### src/rtl/rgb_ycbcr_csc_pipe.sv
// RGB to YCbCr colour-space converter: 4-stage pipeline (multiply, partial add,
// final add, round/clamp) with frame-synchronous mode switching and clip reporting.
module rgb_ycbcr_csc_pipe #(
  parameter int WD_IMG_DATA = 8,
  parameter int WD_ERR_INFO = 4,
  parameter int MD_SIM_ABLE = 0
) (
  input  logic                   i_sys_clk,
  input  logic                   i_sys_reset,
  input  logic [1:0]             i_cfg_mode,
  input  logic                   s_img_rgb_c_fsync,
  input  logic                   s_img_rgb_c_vsync,
  input  logic                   s_img_rgb_c_hsync,
  input  logic                   s_img_rgb_c_valid,
  input  logic [WD_IMG_DATA-1:0] s_img_rgb_r_mdat0,
  input  logic [WD_IMG_DATA-1:0] s_img_rgb_g_mdat1,
  input  logic [WD_IMG_DATA-1:0] s_img_rgb_b_mdat2,
  output logic                   m_img_ycbcr_c_fsync,
  output logic                   m_img_ycbcr_c_vsync,
  output logic                   m_img_ycbcr_c_hsync,
  output logic                   m_img_ycbcr_c_valid,
  output logic [WD_IMG_DATA-1:0] m_img_ycbcr_y_mdat0,
  output logic [WD_IMG_DATA-1:0] m_img_ycbcr_b_mdat1,
  output logic [WD_IMG_DATA-1:0] m_img_ycbcr_r_mdat2,
  output logic [WD_ERR_INFO-1:0] m_err_info
);

  localparam int SW = WD_IMG_DATA + 12;
  typedef logic signed [SW-1:0] sum_t;

  // Bypass is expressed as unity (256/256) coefficients, so it needs no separate datapath.
  localparam logic signed [9:0] COEF [4][3][3] = '{
    '{'{10'sd76, 10'sd150, 10'sd29}, '{-10'sd43, -10'sd84, 10'sd128}, '{10'sd128, -10'sd107, -10'sd20}},
    '{'{10'sd66, 10'sd129, 10'sd25}, '{-10'sd38, -10'sd74, 10'sd112}, '{10'sd112, -10'sd94, -10'sd18}},
    '{'{10'sd47, 10'sd157, 10'sd16}, '{-10'sd26, -10'sd87, 10'sd112}, '{10'sd112, -10'sd102, -10'sd10}},
    '{'{10'sd0, 10'sd256, 10'sd0}, '{10'sd0, 10'sd0, 10'sd256}, '{10'sd256, 10'sd0, 10'sd0}}
  };

  localparam sum_t MAX_PIX = sum_t'((1 << WD_IMG_DATA) - 1);
  localparam sum_t OFS_16  = sum_t'(16 << WD_IMG_DATA);
  localparam sum_t OFS_128 = sum_t'(128 << WD_IMG_DATA);
  localparam sum_t RND     = sum_t'(128);
  localparam sum_t ZERO    = sum_t'(0);

  function automatic sum_t offset_of(input logic [1:0] mode, input int comp);
    sum_t ofs;
    if (mode == 2'd3) begin
      ofs = ZERO;
    end else if (comp != 0) begin
      ofs = OFS_128;
    end else if (mode == 2'd0) begin
      ofs = ZERO;
    end else begin
      ofs = OFS_16;
    end
    return ofs;
  endfunction

  logic [1:0]             mode_r;
  logic [1:0]             mode_s;
  logic [WD_IMG_DATA-1:0] pix_s [3];
  logic [3:0]             ctl_s;
  logic [3:0]             ctl_r [4];
  sum_t                   prod_r [3][3];
  sum_t                   ofs_r [3];
  sum_t                   part_a_r [3];
  sum_t                   part_b_r [3];
  sum_t                   sum_r [3];
  sum_t                   shift_s [3];
  logic [WD_IMG_DATA-1:0] clamp_s [3];
  logic [2:0]             clip_s;
  logic [WD_IMG_DATA-1:0] out_r [3];
  logic [2:0]             sticky_r;

  if (MD_SIM_ABLE != 0) begin : g_sim_hooks
  end

  // A frame-start pixel already uses the mode requested on its own cycle.
  always_comb begin
    mode_s   = s_img_rgb_c_fsync ? i_cfg_mode : mode_r;
    pix_s[0] = s_img_rgb_r_mdat0;
    pix_s[1] = s_img_rgb_g_mdat1;
    pix_s[2] = s_img_rgb_b_mdat2;
    ctl_s    = {s_img_rgb_c_fsync, s_img_rgb_c_vsync, s_img_rgb_c_hsync, s_img_rgb_c_valid};
  end

  // Stage 1: mode register, coefficient products and per-component offset.
  always_ff @(posedge i_sys_clk) begin
    if (i_sys_reset) begin
      mode_r <= 2'd0;
      for (int c = 0; c < 3; c++) begin
        ofs_r[c] <= ZERO;
        for (int k = 0; k < 3; k++) prod_r[c][k] <= ZERO;
      end
    end else begin
      if (s_img_rgb_c_fsync) mode_r <= i_cfg_mode;
      for (int c = 0; c < 3; c++) begin
        ofs_r[c] <= offset_of(mode_s, c);
        for (int k = 0; k < 3; k++)
          prod_r[c][k] <= sum_t'($signed({1'b0, pix_s[k]})) * sum_t'(COEF[mode_s][c][k]);
      end
    end
  end

  // Stages 2 and 3: partial sums, then full sum including offset and rounding term.
  always_ff @(posedge i_sys_clk) begin
    if (i_sys_reset) begin
      for (int c = 0; c < 3; c++) begin
        part_a_r[c] <= ZERO;
        part_b_r[c] <= ZERO;
        sum_r[c]    <= ZERO;
      end
    end else begin
      for (int c = 0; c < 3; c++) begin
        part_a_r[c] <= prod_r[c][0] + prod_r[c][1];
        part_b_r[c] <= prod_r[c][2] + ofs_r[c] + RND;
        sum_r[c]    <= part_a_r[c] + part_b_r[c];
      end
    end
  end

  // Stage 4 combinational part: scale back and clamp to the pixel range.
  always_comb begin
    for (int c = 0; c < 3; c++) begin
      shift_s[c] = sum_r[c] >>> 8;
      if (shift_s[c] < ZERO) begin
        clamp_s[c] = '0;
        clip_s[c]  = 1'b1;
      end else if (shift_s[c] > MAX_PIX) begin
        clamp_s[c] = '1;
        clip_s[c]  = 1'b1;
      end else begin
        clamp_s[c] = shift_s[c][WD_IMG_DATA-1:0];
        clip_s[c]  = 1'b0;
      end
    end
  end

  // Control pipeline, output data and sticky clip flags (frame start wins over history).
  always_ff @(posedge i_sys_clk) begin
    if (i_sys_reset) begin
      for (int s = 0; s < 4; s++) ctl_r[s] <= 4'b0000;
      for (int c = 0; c < 3; c++) out_r[c] <= '0;
      sticky_r <= 3'b000;
    end else begin
      ctl_r[0] <= ctl_s;
      for (int s = 1; s < 4; s++) ctl_r[s] <= ctl_r[s-1];
      for (int c = 0; c < 3; c++) out_r[c] <= clamp_s[c];
      sticky_r <= (ctl_r[2][3] ? 3'b000 : sticky_r) | (ctl_r[2][0] ? clip_s : 3'b000);
    end
  end

  // Output mapping; the pending-mode bit is deliberately combinational.
  always_comb begin
    {m_img_ycbcr_c_fsync, m_img_ycbcr_c_vsync, m_img_ycbcr_c_hsync, m_img_ycbcr_c_valid} = ctl_r[3];
    m_img_ycbcr_y_mdat0 = out_r[0];
    m_img_ycbcr_b_mdat1 = out_r[1];
    m_img_ycbcr_r_mdat2 = out_r[2];
    m_err_info          = '0;
    m_err_info[2:0]     = sticky_r;
    m_err_info[3]       = (i_cfg_mode != mode_r);
  end

endmodule

### config.mk
export PLATFORM = sky130hd
export DESIGN_NAME = rgb_ycbcr_csc_pipe
export DESIGN_NICKNAME = d
export VERILOG_FILES = /design/src/rtl/rgb_ycbcr_csc_pipe.sv
export SDC_FILE = /design/constraint.sdc
export NUM_CORES = 1
export LEC_CHECK = 0
export ABC_AREA = 1
export BUFFER_PORTS_ARGS = -buffer_cell sky130_fd_sc_hd__clkbuf_2
export CAP_MARGIN = 20
export CORE_ASPECT_RATIO = 0.6
export CORE_MARGIN = 10
export CORE_UTILIZATION = 44
export CTS_BUF_LIST = sky130_fd_sc_hd__clkbuf_4 sky130_fd_sc_hd__clkbuf_8
export DETAILED_ROUTE_END_ITERATION = 12
export SLEW_MARGIN = 0
export SYNTH_ARGS = -nofsm -noshare
export SYNTH_HDL_FRONTEND = slang
export SYNTH_SLANG_ARGS = --single-unit
### constraint.sdc
create_clock -name i_sys_clk -period 8 [get_ports i_sys_clk]
set_input_delay 1.2 -clock i_sys_clk [delete_from_list [all_inputs] [get_ports i_sys_clk]]
set_output_delay 1.2 -clock i_sys_clk [all_outputs]
set_load 0.005 [all_outputs]
==> out/summary.txt <==
Cell family contributing the most delay on the critical path: adder cells
Worst R2R Start: mode_r[0]$_SDFF_PP0_
R2R depth: 22
GR Overflow Total: 0
Antenna viol nets, final: 0
Hold wc startpoint: ctl_r[0][6]$_SDFF_PP0_
Fin util: 48.16%
Fin. Hold Viols: 0
Clk buf depth: 3
Mapped Area: 31290 um2
Worst path cell trace: clkbuf_2 -> inv_2 -> nand2_1 -> nand2_2 -> ha_1 -> buf_4 -> nor2_1 -> inv_1 -> fa_1 -> xor2_1 -> inv_1 -> ha_1 -> fa_1 -> inv_1 -> fa_1 -> inv_1 -> ha_1 -> a21oi_1 -> o21ai_0 -> a21oi_1 -> nand2_1 -> nand2_1 -> nand2_1 -> nor2_1
GPL Wtd Cong: 0.9220
Required time of the critical path: 8.59 ns
First-pass GRT wire length: 136.1 mm
Synth Net Count: 5003
Final worst setup slack: 1.848 ns
CTS H-tree lvls: 2
Worst-margin pin slew: 1.141 ns
Synth top area share: 21.69%
DIE HEIGHT: 226.6 um
Place WS: 1.231 ns
Final worst-path cycle share: 76.90%
Number of synthesized flops with an enable pin: 0
Fin cells: 5306
Fillers: 7184
Slowest stage delay, CP: 0.69 ns
Max_cap viols: 0
Hold Buf Count CTS: 0
DR vias: 25454
Top FF cell, synth: dfxtp_1
Critical path type: in2reg
Largest net degree at the start of global routing: 88
Ys Warns: 0
Final wirelength: 83.65 mm
Post-synthesis average cell area: 7.327 um2
Worst setup SP type: input pin
Layout cells sized above 1: 5.067%
CP max-delay cell: fa_1
Relative slew margins: 23.96%
Lkg Pwr: 19.27 nW
Clock period minus worst slack: 6.152 ns
Chip width: 364.3 um
Reg2Reg Setup Slack: 2.21 ns
Status: completed
Clock Sinks: 339
Core Box Area: 70190 um2
Count of final setup violators: 0
Initial core utilization: 44.58%
Initial antenna violation count: 3
GRT Util Overall: 20.64%
Wire per inst: 15.76 um
Fmax: 162.5 MHz
WHS Endpoint: ctl_r[0][10]$_SDFF_PP0_
I/O pins: 64
WHS Path Cells: 2
Crit end category: flip-flop
CP Max Fanout: 14
CTS clk-pin slew, worst paths: 0.07 ns
Buf+Inv Stages, Crit Path: 7
Die area: 82540 um2
Async SR Flop Fraction: 0%
Input/output buffers: 63
Vias in the first global route: 24073
TritonCTS clock tree: done
Seq/Total Area, Yosys: 21.69%
Nets@finish: 5074
Final Skew: 0.01968 ns
Yosys reg bits: 339
DRT Pass-1 Iters: 6
Via/cell ratio: 4.797
CTS Buf Count: 53
Clock root cell: clkbuf_8
Layout area overhead: 8.029%
Post-route DRC violation count: 0
Pwr dens: 343.6 nW/um2
Post-Synthesis Cells: 4271
Final HPWL DP: 69.34 mm
# rows: 75
PostCTS Resize Cnt: 0
Setup Fix Bufs, Post-CTS: 0
RSZ-0062 raised after global routing: no
Cell variety after synth: 43
Placed cells: 5211
Setup tns final: 0 ns
Worst-Skew Late Latency: 0.66 ns
Fin. max-slew vios: 0
RR Endpoint: prod_r[0][134]$_SDFF_PP0_
Post-synth top area cell: dfxtp_1
Number of DRC markers after the initial detailed-route iteration: 2301
Largest cells by area after synthesis: dfxtp_1, ha_1, fa_1, inv_1, nand2_1
Worst EP arrival: 6.74 ns
VDD IR max: 242.6 uV
Worst hold path type: reg2reg
==> cell usage in the layout (no fill, tap or decap), types with 8 or more instances in the layout <==
cell type,count
clkbuf_2,62
a21o_1,18
inv_1,1004
a31oi_1,10
nand4_1,13
o21ai_0,175
nand2_1,788
clkbuf_8,65
inv_2,8
fa_1,250
nand3_1,154
nor2_1,489
ha_1,450
buf_4,16
xnor2_1,11
a21oi_1,321
nor3_1,19
nor4_1,10
clkbuf_4,12
nand2_2,9
o21bai_1,27
o21a_1,16
dfxtp_1,339
xor2_1,37
==> sequential cells by signal, indices dropped and copies added, names as in the netlist, 3 cells and up <==
| name | cells |
|---|---|
| prod_r | 152 |
| sum_r | 36 |
| part_b_r | 50 |
| ctl_r | 16 |
| out_r | 24 |
| sticky_r | 3 |
| part_a_r | 54 |
==> synth_stat cells, types with 10 or more instances <==
cell and instances:
inv_1 1004, nand2_1 788, nor2_1 489, ha_1 450, dfxtp_1 339, a21oi_1 321, fa_1 250, o21ai_0 175
nand3_1 154, xor2_1 37, buf_2 33, o21bai_1 27, clkbuf_1 21, nor3_1 19, a21o_1 18, o21a_1 16
nand4_1 13, xnor2_1 11, a31oi_1 10, nor4_1 10
==> stage by stage <==
stage | hold WS (ns) | instance area (um2) | total power [mW]
finish | 0.4013 | 33800 | 11.61
global route | 0.4128 | 33800 | 13.01
CTS | 0.4044 | 33800 | 11.62
detailed placement | 0.3944 | 32590 | 9.824
global placement | 0.3918 | 32590 | 9.837
floorplan | 0.3883 | 31290 | 7.903
==> worst max-delay path by stage <==
stage	from	endpoint	slack [ns]	cells after the start
2_1_floorplan	s_img_rgb_c_fsync	prod_r[0][92]$_SDFF_PP0_	1.97	26
3_3_place_gp	s_img_rgb_c_fsync	prod_r[0][131]$_SDFF_PP0_	1.36	21
3_5_place_dp	s_img_rgb_c_fsync	prod_r[0][134]$_SDFF_PP0_	1.23	23
4_1_cts	s_img_rgb_c_fsync	prod_r[0][134]$_SDFF_PP0_	1.93	24
5_1_grt	s_img_rgb_c_fsync	prod_r[0][134]$_SDFF_PP0_	1.52	23
6_report	s_img_rgb_c_fsync	prod_r[0][134]$_SDFF_PP0_	1.85	24
==> final cells by class <==
type                       count  area [um2]  area share [%]
antenna                        1       2.502        0.007402
clock buffer                  77       984.7           2.913
clock inverter                17       230.2          0.6810
inverter                    1013        3807           11.26
multi-input combinational   2857       20410           60.37
sequential                   339        6787           20.08
tap                          924        1156           3.420
timing repair buffer          78       430.4           1.273
==> kinds of logic after synthesis <==
group / synth area share (%)
AOI/OAI and AO/OA: 10.12
xor gates and xnor gates: 1.395
adders and majority gates: 33.99
buffers and inverters: 13.10
DFF: 21.69
and+or+nand+nor: 19.71
==> per-layer routing <==
metal | global-route usage, % | wire length, um
met2 | 25.63 | 28450
met5 | 0 | 0
met3 | 4.464 | 7033
met4 | 2.894 | 971
met1 | 34.82 | 47190
==> worst register-to-register path, delay by kind of cell (launching register included) <==
family | cells | cell delay, ns
simple gates | 7 | 0.91
fa+ha+maj | 6 | 3.10
xor+xnor | 1 | 0.18
flops | 1 | 0.33
compound gates | 3 | 0.58
buf+inv | 5 | 0.65
==> power by group <==
group          internal (mW)  switching [mW]  leakage, nW
logic                   2.64            4.85         15.8
registers               2.20           0.233         2.80
clock network          0.955           0.743        0.640
total                   5.79            5.82         19.3
Power figures use the tool's default switching activity.
